**config.mk**
```make
export PLATFORM = sky130hd
export DESIGN_NAME = instruction_cache_ctrl
export DESIGN_NICKNAME = d
export VERILOG_FILES = /design/src/rtl/icache_pkg.sv /design/src/rtl/icache_line_array.sv /design/src/rtl/instruction_cache_ctrl.sv
export SDC_FILE = /design/constraint.sdc
export NUM_CORES = 1
export LEC_CHECK = 0
export ABC_AREA = 1
export CAP_MARGIN = 20
export CORE_MARGIN = 2
export CORE_UTILIZATION = 40
export DETAILED_ROUTE_END_ITERATION = 8
export SLEW_MARGIN = 20
export SYNTH_ARGS = -nofsm -noshare
export SYNTH_HDL_FRONTEND = slang
export SYNTH_SLANG_ARGS = --single-unit
```
**constraint.sdc**
```tcl
create_clock -name CLK -period 8.95 [get_ports CLK]
set_input_delay 1.79 -clock CLK [delete_from_list [all_inputs] [get_ports CLK]]
set_output_delay 1.79 -clock CLK [all_outputs]
set_load 0.02 [all_outputs]
```
**src/rtl/icache_pkg.sv**
```systemverilog
// Shared types, field widths and PC field extraction for the instruction cache.
// Widths correspond to the default geometry: 8 sets, 4 words per block.
package icache_pkg;

  localparam int unsigned INDEX_W  = 3;
  localparam int unsigned OFFSET_W = 2;
  localparam int unsigned TAG_W    = 32 - INDEX_W - OFFSET_W - 2;
  localparam int unsigned BLOCK_W  = 32 * (1 << OFFSET_W);

  typedef enum logic [1:0] {
    IDLE,
    MEM_READ,
    UPDATE
  } state_e;

  function automatic logic [OFFSET_W-1:0] pc_offset(input logic [31:0] pc);
    return pc[OFFSET_W+1:2];
  endfunction

  function automatic logic [INDEX_W-1:0] pc_index(input logic [31:0] pc);
    return pc[INDEX_W+OFFSET_W+1:OFFSET_W+2];
  endfunction

  function automatic logic [TAG_W-1:0] pc_tag(input logic [31:0] pc);
    return pc[31:32-TAG_W];
  endfunction

endpackage

```
**src/rtl/icache_line_array.sv**
```systemverilog
// Valid/tag/data storage: combinational read port, synchronous single-line
// write port, and asynchronous clear of all valid bits.
module icache_line_array #(
  parameter int unsigned NUM_SETS = 8,
  parameter int unsigned TAG_W    = 25,
  parameter int unsigned LINE_W   = 128
) (
  input  logic                        clk_i,
  input  logic                        rst_ni,
  input  logic [$clog2(NUM_SETS)-1:0] rd_index_i,
  output logic                        rd_valid_o,
  output logic [TAG_W-1:0]            rd_tag_o,
  output logic [LINE_W-1:0]           rd_data_o,
  input  logic                        wr_en_i,
  input  logic [$clog2(NUM_SETS)-1:0] wr_index_i,
  input  logic [TAG_W-1:0]            wr_tag_i,
  input  logic [LINE_W-1:0]           wr_data_i
);

  logic [NUM_SETS-1:0] valid_q;
  logic [TAG_W-1:0]    tag_q  [NUM_SETS];
  logic [LINE_W-1:0]   data_q [NUM_SETS];

  always_ff @(posedge clk_i or negedge rst_ni) begin
    if (!rst_ni) begin
      valid_q <= '0;
    end else if (wr_en_i) begin
      valid_q[wr_index_i] <= 1'b1;
    end
  end

  // Tag and data are meaningless while the valid bit is clear, so no reset.
  always_ff @(posedge clk_i) begin
    if (wr_en_i) begin
      tag_q[wr_index_i]  <= wr_tag_i;
      data_q[wr_index_i] <= wr_data_i;
    end
  end

  assign rd_valid_o = valid_q[rd_index_i];
  assign rd_tag_o   = tag_q[rd_index_i];
  assign rd_data_o  = data_q[rd_index_i];

endmodule

```
**src/rtl/instruction_cache_ctrl.sv**
```systemverilog
// Direct-mapped read-only instruction cache with a combinational hit path and
// block refill FSM. Optional hit/miss counters under ICACHE_PERF_COUNTERS_EN.
module instruction_cache_ctrl #(
  parameter int unsigned NUM_SETS        = 8,
  parameter int unsigned WORDS_PER_BLOCK = 4,
  parameter int unsigned TAG_W           = 25
) (
  input  logic                                 CLK,
  input  logic                                 RESET,
  input  logic [31:0]                          PC,
  output logic [31:0]                          instruction,
  output logic                                 busyWait,
  output logic                                 mem_read,
  output logic [TAG_W+$clog2(NUM_SETS)-1:0]    mem_address,
  input  logic [32*WORDS_PER_BLOCK-1:0]        mem_readdata,
  input  logic                                 mem_busyWait
`ifdef ICACHE_PERF_COUNTERS_EN
  ,
  output logic [31:0]                          hit_count,
  output logic [31:0]                          miss_count
`endif
);

  import icache_pkg::*;

  localparam int unsigned IDX_W  = $clog2(NUM_SETS);
  localparam int unsigned OFF_W  = $clog2(WORDS_PER_BLOCK);
  localparam int unsigned BA_W   = TAG_W + IDX_W;
  localparam int unsigned LINE_W = 32 * WORDS_PER_BLOCK;

  logic [IDX_W-1:0]  index;
  logic [OFF_W-1:0]  offset;
  logic [TAG_W-1:0]  tag;

  state_e            state_q;
  logic              mem_read_q;
  logic [BA_W-1:0]   req_q;

  logic              line_valid;
  logic [TAG_W-1:0]  line_tag;
  logic [LINE_W-1:0] line_data;
  logic [WORDS_PER_BLOCK-1:0][31:0] line_words;
  logic              hit;
  logic              fill_en;

  assign index  = pc_index(PC);
  assign offset = pc_offset(PC);
  assign tag    = pc_tag(PC);

  icache_line_array #(
    .NUM_SETS (NUM_SETS),
    .TAG_W    (TAG_W),
    .LINE_W   (LINE_W)
  ) u_lines (
    .clk_i      (CLK),
    .rst_ni     (RESET),
    .rd_index_i (index),
    .rd_valid_o (line_valid),
    .rd_tag_o   (line_tag),
    .rd_data_o  (line_data),
    .wr_en_i    (fill_en),
    .wr_index_i (req_q[IDX_W-1:0]),
    .wr_tag_i   (req_q[BA_W-1:IDX_W]),
    .wr_data_i  (mem_readdata)
  );

  assign line_words  = line_data;
  assign hit         = line_valid && (line_tag == tag);
  assign fill_en     = (state_q == MEM_READ) && !mem_busyWait;

  // Gating with hit keeps never-written data words off the output.
  assign instruction = (RESET && hit) ? line_words[offset] : '0;
  assign busyWait    = RESET && ((state_q != IDLE) || !hit);
  assign mem_read    = mem_read_q;
  assign mem_address = req_q;

  always_ff @(posedge CLK or negedge RESET) begin
    if (!RESET) begin
      state_q    <= IDLE;
      mem_read_q <= 1'b0;
      req_q      <= '0;
    end else begin
      case (state_q)
        IDLE: begin
          if (!hit) begin
            req_q      <= {tag, index};
            mem_read_q <= 1'b1;
            state_q    <= MEM_READ;
          end
        end
        MEM_READ: begin
          if (!mem_busyWait) begin
            mem_read_q <= 1'b0;
            state_q    <= UPDATE;
          end
        end
        UPDATE: begin
          state_q <= IDLE;
        end
        default: begin
          mem_read_q <= 1'b0;
          state_q    <= IDLE;
        end
      endcase
    end
  end

`ifdef ICACHE_PERF_COUNTERS_EN
  logic [31:0] hit_cnt_q;
  logic [31:0] miss_cnt_q;

  always_ff @(posedge CLK or negedge RESET) begin
    if (!RESET) begin
      hit_cnt_q  <= '0;
      miss_cnt_q <= '0;
    end else if (state_q == IDLE) begin
      if (hit && (hit_cnt_q != '1)) begin
        hit_cnt_q <= hit_cnt_q + 32'd1;
      end
      if (!hit && (miss_cnt_q != '1)) begin
        miss_cnt_q <= miss_cnt_q + 32'd1;
      end
    end
  end

  assign hit_count  = hit_cnt_q;
  assign miss_count = miss_cnt_q;
`endif

endmodule

```
# Word level (Yosys, flattened, before mapping)
# Memories as Yosys holds them, arrays and structs flattened.
# Index checks and enable logic that the tools add are counted.
# W data, S select, Z words.
dict set report classes {
  div 0
  n_reduce_logical 13
  muxes 15
  n_lt_le_gt_ge 4
  mul 0
  n_bitwise 3
  n_addsub 0
  n_eq_ne 5
  shift 0
}
# operator n
set ops {}
lappend ops {{$bmux W32 S2} 1}
lappend ops {{$mux W32} 2}
lappend ops {{$eq A25 B25 Y1} 1}
lappend ops {{$lt A3 B4 Y1 const B} 2}
lappend ops {{$or A8 B8 Y8} 1}
lappend ops {{$mux W1} 6}
lappend ops {{$logic_and A1 B1 Y1} 5}
lappend ops {{$mux W2} 2}
lappend ops {{$ne A2 B2 Y1 const B} 2}
lappend ops {{$pmux W2 S2} 1}
lappend ops {{$reduce_and A2 Y1} 2}
lappend ops {{$bmux W1 S3} 1}
lappend ops {{$demux W1 S3} 1}
lappend ops {{$ge A3 B1 Y1 const B} 1}
lappend ops {{$lt A2 B3 Y1 const B} 1}
lappend ops {{$pmux W1 S3} 1}
lappend ops {{$reduce_and A3 Y1} 1}
lappend ops {{$eq A2 B1 Y1 const B} 1}
lappend ops {{$eq A2 B2 Y1 const B} 1}
lappend ops {{$logic_not A1 Y1} 2}
lappend ops {{$logic_not A2 Y1} 1}
lappend ops {{$not A1 Y1} 2}
lappend ops {{$reduce_bool A2 Y1} 1}
lappend ops {{$logic_or A1 B1 Y1} 1}
dict set report totals {
  in_bits 163
  mem_bits_ro 0
  latch_bits 0
  output_inout_bits 62
  mem_count 2
  ff_bits 39
  mem_bits_rw 1224
}
# name depth word_bits rd rd_clocked_by_memory_dff write_ports line_no
set memory_table {}
lappend memory_table {u_lines.data_q 8 128 1 0 1 icache_line_array.sv:22} ;# logic [LINE_W-1:0] data_q [NUM_SETS];
lappend memory_table {u_lines.tag_q 8 25 1 0 1 icache_line_array.sv:21} ;# logic [TAG_W-1:0] tag_q [NUM_SETS];

# Logic depth before layout (Yosys ltp)
dict set report depth {
  word_depth 6
  ltp_mapped 19
}

# Cells and area by module
# Synthesis repeated with hierarchy kept, for this count alone.
dict set report unflattened {
  cells_unflattened 5897
  hier_area_um2 56681.9
}
# mod n_inst area_each_um2 cells_each
set by_module_without_submodules {}
lappend by_module_without_submodules {icache_line_array 1 53552.6 5348}
lappend by_module_without_submodules {instruction_cache_ctrl 1 3129.3 549}

# Least setup slack after synthesis
# Ideal clock, no wire load.
dict set report synth_path {
  path_type {in2reg}
  start {in mem_busyWait}
  end {reg u_lines.valid_q[0]}
  arrival_time_ns 9.225
  n_path_buf 0
  cell_stages 4
  setup_slack_ns -0.381
  setup_ns 0.106
  required_ns 8.844
  path_cell_list {nor3_1 > nand2_1 > nor2_1 > or2_2}
}
dict set report synth_between {
  elab_chain_cells 2
}
# element line_no
set synth_rtl {}
lappend synth_rtl {{start, declared} instruction_cache_ctrl.sv:16} ;# input logic mem_busyWait
lappend synth_rtl {{$logic_not A1 Y1} -}
lappend synth_rtl {{$logic_and A1 B1 Y1} instruction_cache_ctrl.sv:69} ;# assign fill_en = (state_q == MEM_READ) && !mem_busyWait;
lappend synth_rtl {{end signal, assigned} icache_line_array.sv:26} ;# valid_q <= '0;
lappend synth_rtl {{end signal, assigned by index} icache_line_array.sv:28} ;# valid_q[wr_index_i] <= 1'b1;
lappend synth_rtl {{end, declared} icache_line_array.sv:20} ;# logic [NUM_SETS-1:0] valid_q;
# No other way between the ends.
# A chain may end at the register's enable or synchronous reset.

# Worst setup path in the final report
dict set report layout_path {
  start {in PC[4]}
  end {out instruction[19]}
}
dict set report layout_between {
  elab_chain_cells 5
}
# element line_no
set layout_rtl {}
lappend layout_rtl {{start, declared} instruction_cache_ctrl.sv:10} ;# input logic [31:0] PC,
lappend layout_rtl {{$mem_v2 Z8 W25 / $bmux W1 S3 (equally long branches)} -}
lappend layout_rtl {{$eq A25 B25 Y1 / $mux W1 (equally long branches)} {instruction_cache_ctrl.sv:68, icache_line_array.sv:40}}
lappend layout_rtl {{$logic_and A1 B1 Y1} instruction_cache_ctrl.sv:68} ;# assign hit = line_valid && (line_tag == tag);
lappend layout_rtl {{$logic_and A1 B1 Y1} instruction_cache_ctrl.sv:72} ;# assign instruction = (RESET && hit) ? line_words[offset] : '0;
lappend layout_rtl {{$mux W32 *} instruction_cache_ctrl.sv:72}
lappend layout_rtl {{end, declared} instruction_cache_ctrl.sv:11} ;# output logic [31:0] instruction,
# Every way passes the cells marked *; elsewhere a longest branch is shown, timed or not. The select of a mux whose other input is x is not followed.

==> impl_metrics.env <==
export IMPL_routed_wl_um=141000
export IMPL_post_dp_cell_area_um2=55200
export IMPL_area_delta_synth_final_pct=15.7
export IMPL_nNetsFinal=4570
export IMPL_yosys_warnings=0
export IMPL_path_clk_slew_ns=0.06
export IMPL_grt_start_max_net_pins=164
export IMPL_grt_use_total_pct=21.2
export IMPL_htreeDepth=4
export IMPL_cp_slowest_cell="clkdlybuf4s50_1"
export IMPL_finalNonFillerCells=6170
export IMPL_maxCapViolations=0
export IMPL_hold_class="reg2reg"
export IMPL_cts_root_buf="clkbuf_16"
export IMPL_clockBufferDepth=3
export IMPL_first_pass_iters=8
export IMPL_netlist_instances=4247
export IMPL_tightest_slew_ns=1.11
export IMPL_arrival_ns=5.72
export IMPL_max_freq_mhz=133
export IMPL_setup_viol=0
export IMPL_skew_ns=0.0294
export IMPL_status="complete, no violations"
export IMPL_grt_overflow_total=0
export IMPL_avgViaCountPerCell=5.37
export IMPL_worstSetupStartpointType="input pin"
export IMPL_ys_seq_area_share_pct=73.6
export IMPL_dp_hpwl_um=76000
export IMPL_start_util_pct=40.3
export IMPL_async_flop_share_pct=3.09
export IMPL_synth_seq_cells=1263
export IMPL_final_area_um2=59300
export IMPL_drt_iter0_drc=3115
export IMPL_finalSetupTns_ns=0
export IMPL_rows=131
export IMPL_rsz0062_at_grt="no"
export IMPL_ys_top_cells_by_count="nand2_1, edfxtp_1, a21oi_1, nand3_1, inv_1"
export IMPL_critical_path_required_ns=7.16
export IMPL_grt_pass1_wl_um=207000
export IMPL_dieArea_um2=131000
export IMPL_ctsResizeCount=0
export IMPL_cts_tree="yes"
export IMPL_relSlewSlack_pct=24.9
export IMPL_cpMostUsedCell="nand2_1"
export IMPL_route_detailed_drc=0
export IMPL_path_class="in2out"
export IMPL_cts_buffers=135
export IMPL_cts_sinks=1263
export IMPL_port_buffers=222
export IMPL_fin_crit_ns=7.51
export IMPL_drive_gt1_share_pct=6.26
export IMPL_synth_cell_type_count=32
export IMPL_post_cts_buffers=0
export IMPL_worstPathCellList="buf_8 -> inv_8 -> nand2_1 -> nand2_1 -> nand2_1 -> nand3_1 -> nand2_1 -> nand2_1 -> nand2_1 -> nor2_1 -> nand2_1 -> nor2_1 -> nand2_1 -> nor2_2 -> nand2_2 -> buf_4 -> nor2_1 -> clkdlybuf4s50_1"
export IMPL_syn_area_um2=51300
export IMPL_coreArea_um2=127000
export IMPL_num_io_pins=225
export IMPL_synthesis_nets=4410
export IMPL_irDropWorstVdd_mv=0.193
export IMPL_synth_top_area_share_pct=71.7
export IMPL_finalHoldWorstSlack_ns=0.467
export IMPL_yosys_area_top_type="edfxtp_1"
export IMPL_final_max_slew_viol_count=0
export IMPL_hold_violations=0
export IMPL_end_kind="output port"
export IMPL_synthTopCellsByArea="edfxtp_1, nand2_1, a21oi_1"
export IMPL_die_x_um=362
export IMPL_final_util_pct=46.6
export IMPL_clk_latency_ns=0.75
export IMPL_power_per_cell_area_nw_per_um2=243
export IMPL_grt_pass1_vias=31500
export IMPL_cpPeakStageDelay_ns=0.66
export IMPL_finalCritPeriodShare_pct=83.9
export IMPL_ant_nets=0
export IMPL_holdBufCountCts=0
export IMPL_dp_cells=5932
export IMPL_synth_avg_cell_area_um2=12.1
export IMPL_antenna_found_initial=29
export IMPL_num_vias=33100
export IMPL_wl_per_cell_um=22.9
export IMPL_critical_path_max_fanout=116
export IMPL_synth_edf_count=1224
export IMPL_synthMostInstantiatedCell="nand2_1"
export IMPL_synth_ff_type="edfxtp_1"
export IMPL_fp_dieH_um=362
export IMPL_place_congestion=0.791
export IMPL_min_path_cells=1
export IMPL_power_leakage_nw=21.5
export IMPL_r2r_cells=5
[per-stage QoR]
step	setup WS, ns	power [mW]
floorplan	-0.381	8.51
global placement	1.46	9.22
detailed placement	1.37	9.25
CTS	1.36	14.5
global route	1.18	14.9
finish	1.44	14.4
[registers in the layout, indices dropped and copies added, names as in the netlist]
name and count:
u_lines.data_q 1024, state_q 2, mem_address 28, u_lines.tag_q 200, mem_read 1, u_lines.valid_q 8
[worst max-delay path: cells and delay by family]
family / cells / cell delay, ns
buf+inv: 4 / 1.86
simple gates: 14 / 1.85
[cells by family after synthesis]
family                 count (synthesis)  synth area share (%)
and+or+nand+nor                     1904                  14.9
DFF                                 1263                  73.6
AOI/OAI and AO/OA                    624                  7.69
buffers and inverters                456                  3.82
[metal layers]
| metal | wire (um) | vias up | track usage (%) |
|---|---|---|---|
| met4 | 3150 | 22 | 5.99 |
| met5 | 142 | - | 0 |
| li1 | - | 15400 | - |
| met2 | 66600 | 1143 | 34.2 |
| met3 | 9880 | 209 | 3.68 |
| met1 | 61300 | 16400 | 29.5 |
[cell type report]
| type | count | area (um^2) |
|---|---|---|
| clock inverters | 66 | 543 |
| clock buffers | 168 | 3610 |
| well taps | 1662 | 2080 |
| repair buffers | 292 | 2960 |
| inverters | 187 | 719 |
| multi-input cells | 2528 | 11700 |
| diodes | 4 | 10.0 |
| fillers | 11200 | 68000 |
| flip-flops and latches | 1263 | 37700 |
[worst paths after layout]
kind / slack (ns) / endpoint / start
max in group asynchronous: 7.30 / mem_address[0] / RESET
hold / removal: 0.47 / u_lines.valid_q[1] / u_lines.valid_q[1]
min in group asynchronous: 1.15 / mem_address[12] / RESET
hold reg to reg: 0.47 / u_lines.valid_q[1] / u_lines.valid_q[1]
setup reg to reg: 5.69 / u_lines.data_q[1][61] / state_q[1]
setup / recovery: 1.44 / instruction[19] / PC[4]
[power breakdown]
group	internal, mW	total, mW	switching [mW]	leakage (nW)
Clock	3.03	5.28	2.25	2.03
Sequential	7.20	7.45	0.250	11.5
Combinational	0.489	1.68	1.19	7.96
[placed cells by master, fill, tap and decap left out, types with 5 or more instances in the layout]
cell type	Yosys	final
a32o_1	31	31
clkinv_1	1	27
edfxtp_1	1224	1224
nand3b_1	11	11
or2_2	8	8
nand2_1	1441	1441
inv_1	183	183
inv_6	0	5
nor2_4	0	8
o21ai_0	22	22
clkbuf_16	0	138
a21oi_1	366	366
bufinv_16	0	6
nor2_1	99	90
o311ai_0	90	86
nand3_1	339	339
clkinv_2	0	18
clkdlybuf4s50_1	0	216
a22oi_1	62	62
a221o_1	9	9
buf_12	0	17
clkbuf_1	126	26
o221ai_1	8	8
buf_4	6	54
o211ai_1	30	30
dfrtp_1	39	39
(Power assumes the default switching activity.)
